`src/rtl/valve_seq_pkg.sv`:
```
// rtl/valve_seq_pkg.sv - opcode, state and instruction-field definitions for the valve sequencer
package valve_seq_pkg;

  localparam int OPCODE_W  = 3;
  localparam int OPERAND_W = 10;
  localparam int INSTR_W   = OPCODE_W + OPERAND_W;

  typedef enum logic [OPCODE_W-1:0] {
    OP_NOP       = 3'b000,
    OP_VALVE_ON  = 3'b001,
    OP_VALVE_OFF = 3'b010,
    OP_WAIT      = 3'b011,
    OP_SET_LO    = 3'b100,
    OP_SET_HI    = 3'b101,
    OP_CLEAR_ALL = 3'b110,
    OP_ILLEGAL   = 3'b111
  } opcode_e;

  typedef enum logic [1:0] {
    ST_IDLE = 2'd0,
    ST_EXEC = 2'd1,
    ST_WAIT = 2'd2
  } state_e;

  typedef struct packed {
    opcode_e                opcode;
    logic [OPERAND_W-1:0]   operand;
  } instr_t;

  // Counter must hold the largest operand times the tick divider without wrapping.
  function automatic int wait_cnt_width(input int tick_div);
    return $clog2(((1 << OPERAND_W) - 1) * tick_div + 1);
  endfunction

endpackage

```
`src/rtl/instr_fifo.sv`:
```
// rtl/instr_fifo.sv - synchronous instruction FIFO with occupancy count and flush
module instr_fifo #(
  parameter int DEPTH = 8,
  parameter int WIDTH = 13
) (
  input  logic                   clk,
  input  logic                   reset,
  input  logic                   push,
  input  logic                   pop,
  input  logic                   flush,
  input  logic [WIDTH-1:0]       wdata,
  output logic [WIDTH-1:0]       rdata,
  output logic                   full,
  output logic                   empty,
  output logic [$clog2(DEPTH):0] count
);

  localparam int AW = $clog2(DEPTH);

  logic [WIDTH-1:0] mem [DEPTH];
  logic [AW-1:0]    wr_ptr;
  logic [AW-1:0]    rd_ptr;
  logic             do_push;
  logic             do_pop;

  assign full    = (count == (AW+1)'(DEPTH));
  assign empty   = (count == '0);
  assign do_push = push && !full && !flush;
  assign do_pop  = pop && !empty && !flush;
  assign rdata   = mem[rd_ptr];

  always_ff @(posedge clk or negedge reset) begin
    if (!reset) begin
      wr_ptr <= '0;
      rd_ptr <= '0;
      count  <= '0;
    end else if (flush) begin
      wr_ptr <= '0;
      rd_ptr <= '0;
      count  <= '0;
    end else begin
      if (do_push) wr_ptr <= wr_ptr + AW'(1);
      if (do_pop)  rd_ptr <= rd_ptr + AW'(1);
      count <= count + (AW+1)'(do_push) - (AW+1)'(do_pop);
    end
  end

  always_ff @(posedge clk) begin
    if (do_push) mem[wr_ptr] <= wdata;
  end

endmodule

```
`src/rtl/valve_sequencer.sv`:
```
// rtl/valve_sequencer.sv - buffered instruction sequencer driving a bank of valve outputs
module valve_sequencer
  import valve_seq_pkg::*;
#(
  parameter int FIFO_DEPTH = 8,
  parameter int NUM_VALVES = 16,
  parameter int TICK_DIV   = 100000
) (
  input  logic                        clk,
  input  logic                        reset,
  input  logic                        instr_valid,
  input  logic [INSTR_W-1:0]          instruction,
  input  logic                        halt,
  output logic                        instr_ready,
  output logic [NUM_VALVES-1:0]       valves,
  output logic                        busy,
  output logic                        err,
  output logic [$clog2(FIFO_DEPTH):0] fifo_count
);

  localparam int CNT_W = wait_cnt_width(TICK_DIV);

  state_e                 state_q;
  state_e                 state_d;
  instr_t                 instr_q;
  logic [INSTR_W-1:0]     fifo_head;
  logic                   fifo_full;
  logic                   fifo_empty;
  logic                   pop;
  logic [CNT_W-1:0]       cnt_q;
  logic [CNT_W-1:0]       cnt_d;
  logic [NUM_VALVES-1:0]  valves_d;
  logic                   illegal;
  logic                   err_d;
  logic [3:0]             idx;
  logic                   idx_ok;

  instr_fifo #(
    .DEPTH (FIFO_DEPTH),
    .WIDTH (INSTR_W)
  ) u_fifo (
    .clk   (clk),
    .reset (reset),
    .push  (instr_valid),
    .pop   (pop),
    .flush (halt),
    .wdata (instruction),
    .rdata (fifo_head),
    .full  (fifo_full),
    .empty (fifo_empty),
    .count (fifo_count)
  );

  assign instr_ready = !fifo_full;
  assign busy        = !fifo_empty || (state_q != ST_IDLE);
  assign idx         = instr_q.operand[3:0];
  assign idx_ok      = int'(idx) < NUM_VALVES;
  // Halt leaves the sticky error untouched, including a dropped concurrent push.
  assign err_d       = err | (!halt && ((instr_valid && fifo_full) || illegal));

  always_ff @(posedge clk or negedge reset) begin
    if (!reset) state_q <= ST_IDLE;
    else        state_q <= state_d;
  end

  always_comb begin
    state_d = state_q;
    if (halt) begin
      state_d = ST_IDLE;
    end else begin
      unique case (state_q)
        ST_IDLE: if (!fifo_empty) state_d = ST_EXEC;
        ST_EXEC: begin
          if (instr_q.opcode == OP_WAIT && instr_q.operand != '0) state_d = ST_WAIT;
          else                                                     state_d = ST_IDLE;
        end
        ST_WAIT: if (cnt_q <= CNT_W'(1)) state_d = ST_IDLE;
        default: state_d = ST_IDLE;
      endcase
    end
  end

  always_comb begin
    valves_d = valves;
    cnt_d    = cnt_q;
    pop      = 1'b0;
    illegal  = 1'b0;
    if (halt) begin
      valves_d = '0;
      cnt_d    = '0;
    end else begin
      unique case (state_q)
        ST_IDLE: pop = !fifo_empty;
        ST_EXEC: begin
          unique case (instr_q.opcode)
            OP_NOP: ;
            OP_VALVE_ON, OP_VALVE_OFF: begin
              if (!idx_ok) illegal = 1'b1;
              for (int i = 0; i < NUM_VALVES; i++)
                if (int'(idx) == i) valves_d[i] = (instr_q.opcode == OP_VALVE_ON);
            end
            OP_WAIT: cnt_d = CNT_W'(instr_q.operand) * CNT_W'(TICK_DIV);
            OP_SET_LO: begin
              for (int i = 0; i < 8; i++)
                if (i < NUM_VALVES) valves_d[i] = instr_q.operand[i];
            end
            OP_SET_HI: begin
              for (int i = 0; i < 8; i++)
                if (i + 8 < NUM_VALVES) valves_d[i+8] = instr_q.operand[i];
            end
            OP_CLEAR_ALL: valves_d = '0;
            default: illegal = 1'b1;
          endcase
        end
        ST_WAIT: cnt_d = cnt_q - CNT_W'(1);
        default: ;
      endcase
    end
  end

  always_ff @(posedge clk or negedge reset) begin
    if (!reset) begin
      valves  <= '0;
      err     <= 1'b0;
      cnt_q   <= '0;
      instr_q <= '0;
    end else begin
      valves <= valves_d;
      err    <= err_d;
      cnt_q  <= cnt_d;
      if (pop) instr_q <= instr_t'(fifo_head);
    end
  end

endmodule

```
`config.mk`:
```
export PLATFORM = sky130hd
export DESIGN_NAME = valve_sequencer
export DESIGN_NICKNAME = d
export VERILOG_FILES = /design/src/rtl/valve_seq_pkg.sv /design/src/rtl/instr_fifo.sv /design/src/rtl/valve_sequencer.sv
export SDC_FILE = /design/constraint.sdc
export NUM_CORES = 1
export LEC_CHECK = 0
export ABC_CLOCK_PERIOD_IN_PS = 8200
export BUFFER_PORTS_ARGS = -buffer_cell sky130_fd_sc_hd__buf_2
export CAP_MARGIN = 20
export CORE_MARGIN = 4
export CORE_UTILIZATION = 45
export CTS_CLUSTER_DIAMETER = 200
export DETAILED_ROUTE_END_ITERATION = 12
export HOLD_SLACK_MARGIN = 0.06
export PLACE_DENSITY_LB_ADDON = 0.3
export REMOVE_ABC_BUFFERS = 1
export SLEW_MARGIN = 25
export SYNTH_ARGS = -nofsm -noshare
export SYNTH_HDL_FRONTEND = slang
export SYNTH_HIERARCHICAL = 1
export SYNTH_SLANG_ARGS = --single-unit
```
`constraint.sdc`:
```
create_clock -name clk -period 8.2 [get_ports clk]
set_input_delay 1.23 -clock clk [delete_from_list [all_inputs] [get_ports clk]]
set_output_delay 1.23 -clock clk [all_outputs]
set_load 0.02 [all_outputs]
```
* Yosys cells after proc, flatten, opt, wreduce, memory -nomap -nowiden *
Memories as Yosys holds them, arrays and structs flattened. A register that Yosys moved wholly into a read port is not among the register bits.
Cells that the tools add are included.

word-level totals
  memory bits (writable) = 104
  input port bits = 17
  flip-flop bits (word level) = 56
  memories = 1

memory list
  name        words  width  rd ports  clocked after memory_dff  write ports  line              source
  u_fifo.mem  8      13     1         1                         1            instr_fifo.sv:20  logic [WIDTH-1:0] mem [DEPTH];

operators by class
  add/subtract/negate cells = 5
  order comparisons = 1
  multiply operators = 1
  mux-type cells = 40
  reductions and logical operators = 45
  bitwise gates (word level) = 1
  equal/unequal tests = 43

operators with widths
  kind                                                                               number
  3-bit inequality test, second input constant                                       19
  27-bit two-way mux                                                                 2
  27-bit case mux with 2 select lines                                                1
  8-bit case mux with 3 select lines                                                 2
  3-bit AND reduction                                                                16
  4-bit == test, second input constant                                               9
  16-bit two-way mux                                                                 2
  27-bit by 1-bit less-or-equal comparator with 1-bit output, second input constant  1
  27-bit by 1-bit subtractor with 27-bit output, second input constant               1
  1-bit two-way mux                                                                  23
  10-bit by 12-bit multiplier with 22-bit output, second input constant              1
  4-bit by 3-bit == test with 1-bit output, second input constant                    4
  3-bit two-way mux                                                                  4
  10-bit nonzero test                                                                1
  3-bit == test, second input constant                                               3
  4-bit by 2-bit == test with 1-bit output, second input constant                    2
  4-bit logical NOT                                                                  2
  2-bit two-way mux                                                                  4
  2-bit nonzero test                                                                 4
  4-bit nonzero test                                                                 2
  1-bit logical AND                                                                  7
  7-bit OR reduction                                                                 1
  3-bit by 1-bit adder with 3-bit output, second input constant                      2
  3-bit by 2-bit == test with 1-bit output, second input constant                    2
  other kinds (16)                                                                   21

* Logic depth before layout (Yosys ltp) *
  depth after elaboration = 8
  gate-level depth with buffers = 16
  gate-level depth less buffers = 15

* Cells and area by module *
Netlist, hierarchy kept.

by module, submodules not included
  module           area each (µm²)  times used  cells each  seq. area each (µm²)
  valve_sequencer  5368.9           1           595         1476.4
  instr_fifo       4677.0           1           226         3373.2

* Worst setup path before layout *
No wires, ideal clock.

  path type = register to register
  from = reg instr_q[8] (netlist name)
  to = reg cnt_q[24]
  buffers on the path = 1
  data arrival time = 4.032 ns
  cell stages (with the launch flop) = 16
  clock period less this slack = 4.143 ns
  slack = 4.057 ns
  cell sequence = dfrtp_1 -> ha_1 -> ha_1 -> inv_1 -> fa_1 -> inv_1 -> fa_1 -> ha_1 -> ha_1 -> clkbuf_1 -> and4_1 -> o2111ai_1 -> a31oi_1 -> o21ai_0 -> a21o_1 -> a2111oi_2

on the way
  word-level cells in the longest chain between the ends = 4

RTL lines
  what                                            line                    source
  10-bit by 12-bit multiplier with 22-bit output  valve_sequencer.sv:102  OP_WAIT: cnt_d = CNT_W'(instr_q.operand) * CNT_W'(TICK_DIV);
  27-bit two-way mux                              valve_sequencer.sv:95   unique case (instr_q.opcode)
  27-bit case mux with 2 select lines             valve_sequencer.sv:92   unique case (state_q)
  27-bit two-way mux                              valve_sequencer.sv:88   if (halt) begin
  end signal, assigned                            valve_sequencer.sv:130  cnt_q <= cnt_d;
  end, declared                                   valve_sequencer.sv:30   logic [CNT_W-1:0] cnt_q;

Every way passes these cells. The select of a mux whose other input is x is not followed.
A chain may end at the register's enable or synchronous reset.

* Worst setup path in the final report *
  from = reg idx[2] (netlist name)
  to = reg cnt_q[25]

on the way
  word-level cells in the longest chain between the ends = 4

RTL lines
  what                                            line
  10-bit by 12-bit multiplier with 22-bit output  valve_sequencer.sv:102
  27-bit two-way mux                              valve_sequencer.sv:95
  27-bit case mux with 2 select lines             valve_sequencer.sv:92
  27-bit two-way mux                              valve_sequencer.sv:88

Every way passes these cells. The select of a mux whose other input is x is not followed.

==> results_dict.tcl <==
set metrics [dict create \
    crit_slowest_cell "fa_1" \
    hold_viol_final 0 \
    min_period_ns 4.460 \
    critical_path.startpoint "idx[2]" \
    drive_above_1_share 0.1407 \
    cts_made_buffers 17 \
    cp-end-kind "flip-flop" \
    port_buffers 39 \
    ys.flop_type "edfxtp_1" \
    rsz0062_at_grt "no" \
    cp-start-kind "flip-flop" \
    r2r_cells 13 \
    antenna_found_initial 0 \
    dr.pass1.iters 5 \
    tightest_slew_ns 1.129 \
    tns_ns 0 \
    num_rows 54 \
    ant_nets 0 \
    synth_xor_area_frac 0.01831 \
    synth-seq-cells 173 \
    setup_viol 0 \
    holdBufCountCts 0 \
    max_freq_mhz 224.2 \
    ys_seq_area_frac 0.4828 \
    grt_max_degree 70 \
    die_w_um 157.4 \
    cts_tree "done" \
    cp_data_arrival_time_ns 4.81 \
    core-area_um2 21890 \
    status "finished, final reports clean" \
    synth.area.mux_share 0.09765 \
    viasPerCell 5.827 \
    maxSlewViolCount 0 \
    r2r-start "idx[2]" \
    htreeDepth 4 \
    synth_commonest_cells "edfxtp_1 (104), ha_1 (89), dfrtp_1 (69)" \
    synth_edf_count 104 \
    synth_compound_area_frac 0.1228 \
    max_stage_delay_ns 0.49 \
    hold_ws_ns 0.4844 \
    layout.nets 979 \
    synth.most_common_cell "edfxtp_1" \
    grt_first_pass_wirelength_um 35740 \
    hp-class "flip-flop to flip-flop" \
    syn-cell-area_um2 10050 \
    start_util 0.4589 \
    clock_skew_ns 0.01072 \
    first_global_vias 6582 \
    die-area_um2 24780 \
    regToRegEndpoint "cnt_q[25]" \
    setup_ws_ns 3.740 \
    cap_violations 0 \
    holdPathStages 1 \
    syn2layout_area_growth_pct 11.22 \
    worstPathRequired_ns 8.55 \
    wirelength_um 22240 \
    synthAdderAreaFrac 0.1487 \
    ys_top_cells_by_area "edfxtp_1 (31%), dfrtp_1 (17%), ha_1 (11%)" \
    syn_inst 821 \
    crit_chain "inv_1 > ha_1 > fa_1 > ha_1 > fa_1 > ha_1 > ha_1 > o21ai_0 > a22oi_1 > a211oi_1 > o31ai_1 > xnor2_1 > a211oi_1" \
    regToRegSetupSlack_ns 3.74 \
    place.gp.congestion 0.8600 \
    grt_use_total 0.1862 \
    pre_cts_ws_ns 3.779 \
    cts_root_buffer "clkbuf_16" \
    wl_per_cell_um 19.39 \
    dpl.hpwl_um 15190 \
    synth_top_family_by_area "adder cells" \
    slew_headroom 0.2459 \
    avgSynthCellArea_um2 12.24 \
    ios 40 \
    dieHeight_um 157.4 \
    cts_buffer_depth 2 \
    grt_overflow 0 \
    post_cts_buffers 0 \
    drtIter0Drc 514 \
    clk_latency_ns 0.44 \
    path_max_fanout 7 \
    via_count 6684 \
    cts.sinks 173 \
    ys_types 75 \
    clkTransAtPathRegs_ns 0.08 \
    endpoint "cnt_q[25]" \
    post_cts_resize_count 0 \
    drc 0 \
    synth_top_area_cell "edfxtp_1" \
    crit_path_frequent_cell "ha_1" \
    setup.worst_path.class "flip-flop to flip-flop" \
    synth_top_area_share 0.3109 \
    yosys_warnings 6 \
    synth-simple-area-share 0.09403 \
    period_share 0.5439 \
    async_reset_ff_frac 0.3988 \
    diodes 0 \
]
==> sequential cells by signal, indices dropped and copies added (netlist names) <==
| signal | count |
|---|---|
| u_fifo/mem | 104 |
| cnt_q | 27 |
| valves | 16 |
| instr_q | 9 |
| idx | 4 |
| u_fifo/count | 4 |
| u_fifo/rd_ptr | 3 |
| u_fifo/wr_ptr | 3 |
| state_q | 2 |
| err | 1 |
==> critical path, delay by kind of cell (launching register included) <==
family	cells	cell delay, ns
XOR/XNOR	1	0.13
AO/OA/AOI/OAI	5	1.30
buffers and inverters	1	0.14
adder cells (fa/ha/maj)	6	2.33
flip-flops	1	0.48
==> placed cells by master (no fill, tap or decap), types with 25 or more instances in the layout <==
cell type / instances
edfxtp_1: 104
ha_1: 89
dfrtp_1: 69
a21oi_1: 64
inv_1: 50
nor2_1: 50
buf_2: 38
nand2_1: 37
o21ai_1: 37
mux4_1: 25
==> routing by layer <==
layer	up-vias	share of wire	global-route usage
li1	3170	-	-
met2	152	0.49	0.3086
met4	0	0.014	0.04793
met3	20	0.042	0.03602
met1	3342	0.45	0.2537
met5	-	0	0
==> how the worst min path moves through the flow <==
stage	startpoint	slack (ns)	end
finish	valves[8]	0.48	valves[8]
global route	valves[13]	0.51	valves[13]
CTS	valves[8]	0.49	valves[8]
detailed placement	valves[8]	0.47	valves[8]
global placement	valves[13]	0.47	valves[13]
floorplan	cnt_q[22]	0.48	cnt_q[22]
==> metrics by stage <==
step | utilization | area, µm² | cells
3_3_place_gp | 0.4806 | 10520 | 1115
6_report | 0.5104 | 11170 | 1147
5_1_grt | 0.5104 | 11170 | 1147
2_1_floorplan | - | 9882 | 788
3_5_place_dp | 0.4806 | 10520 | 1115
4_1_cts | 0.5101 | 11170 | 1147
==> logic make-up after synthesis <==
| group | after synthesis |
|---|---|
| AOI/OAI and AO/OA | 200 |
| xor gates and xnor gates | 21 |
| adders and majority gates | 108 |
| buffers and inverters | 85 |
| DFF | 173 |
| muxes | 53 |
| and+or+nand+nor | 181 |
==> area by class of cell <==
type	count	area, µm²
repair buffers	47	261.5
clock buffers	17	425.4
flip-flops and latches	173	4850
inverters	52	195.2
well taps	280	350.3
clock inverters	15	219.0
fillers	1904	10720
multi-input cells	563	4872
Power is not shown: default switching activity piles up to over one toggle a cycle in this logic, so the estimate is an artifact.
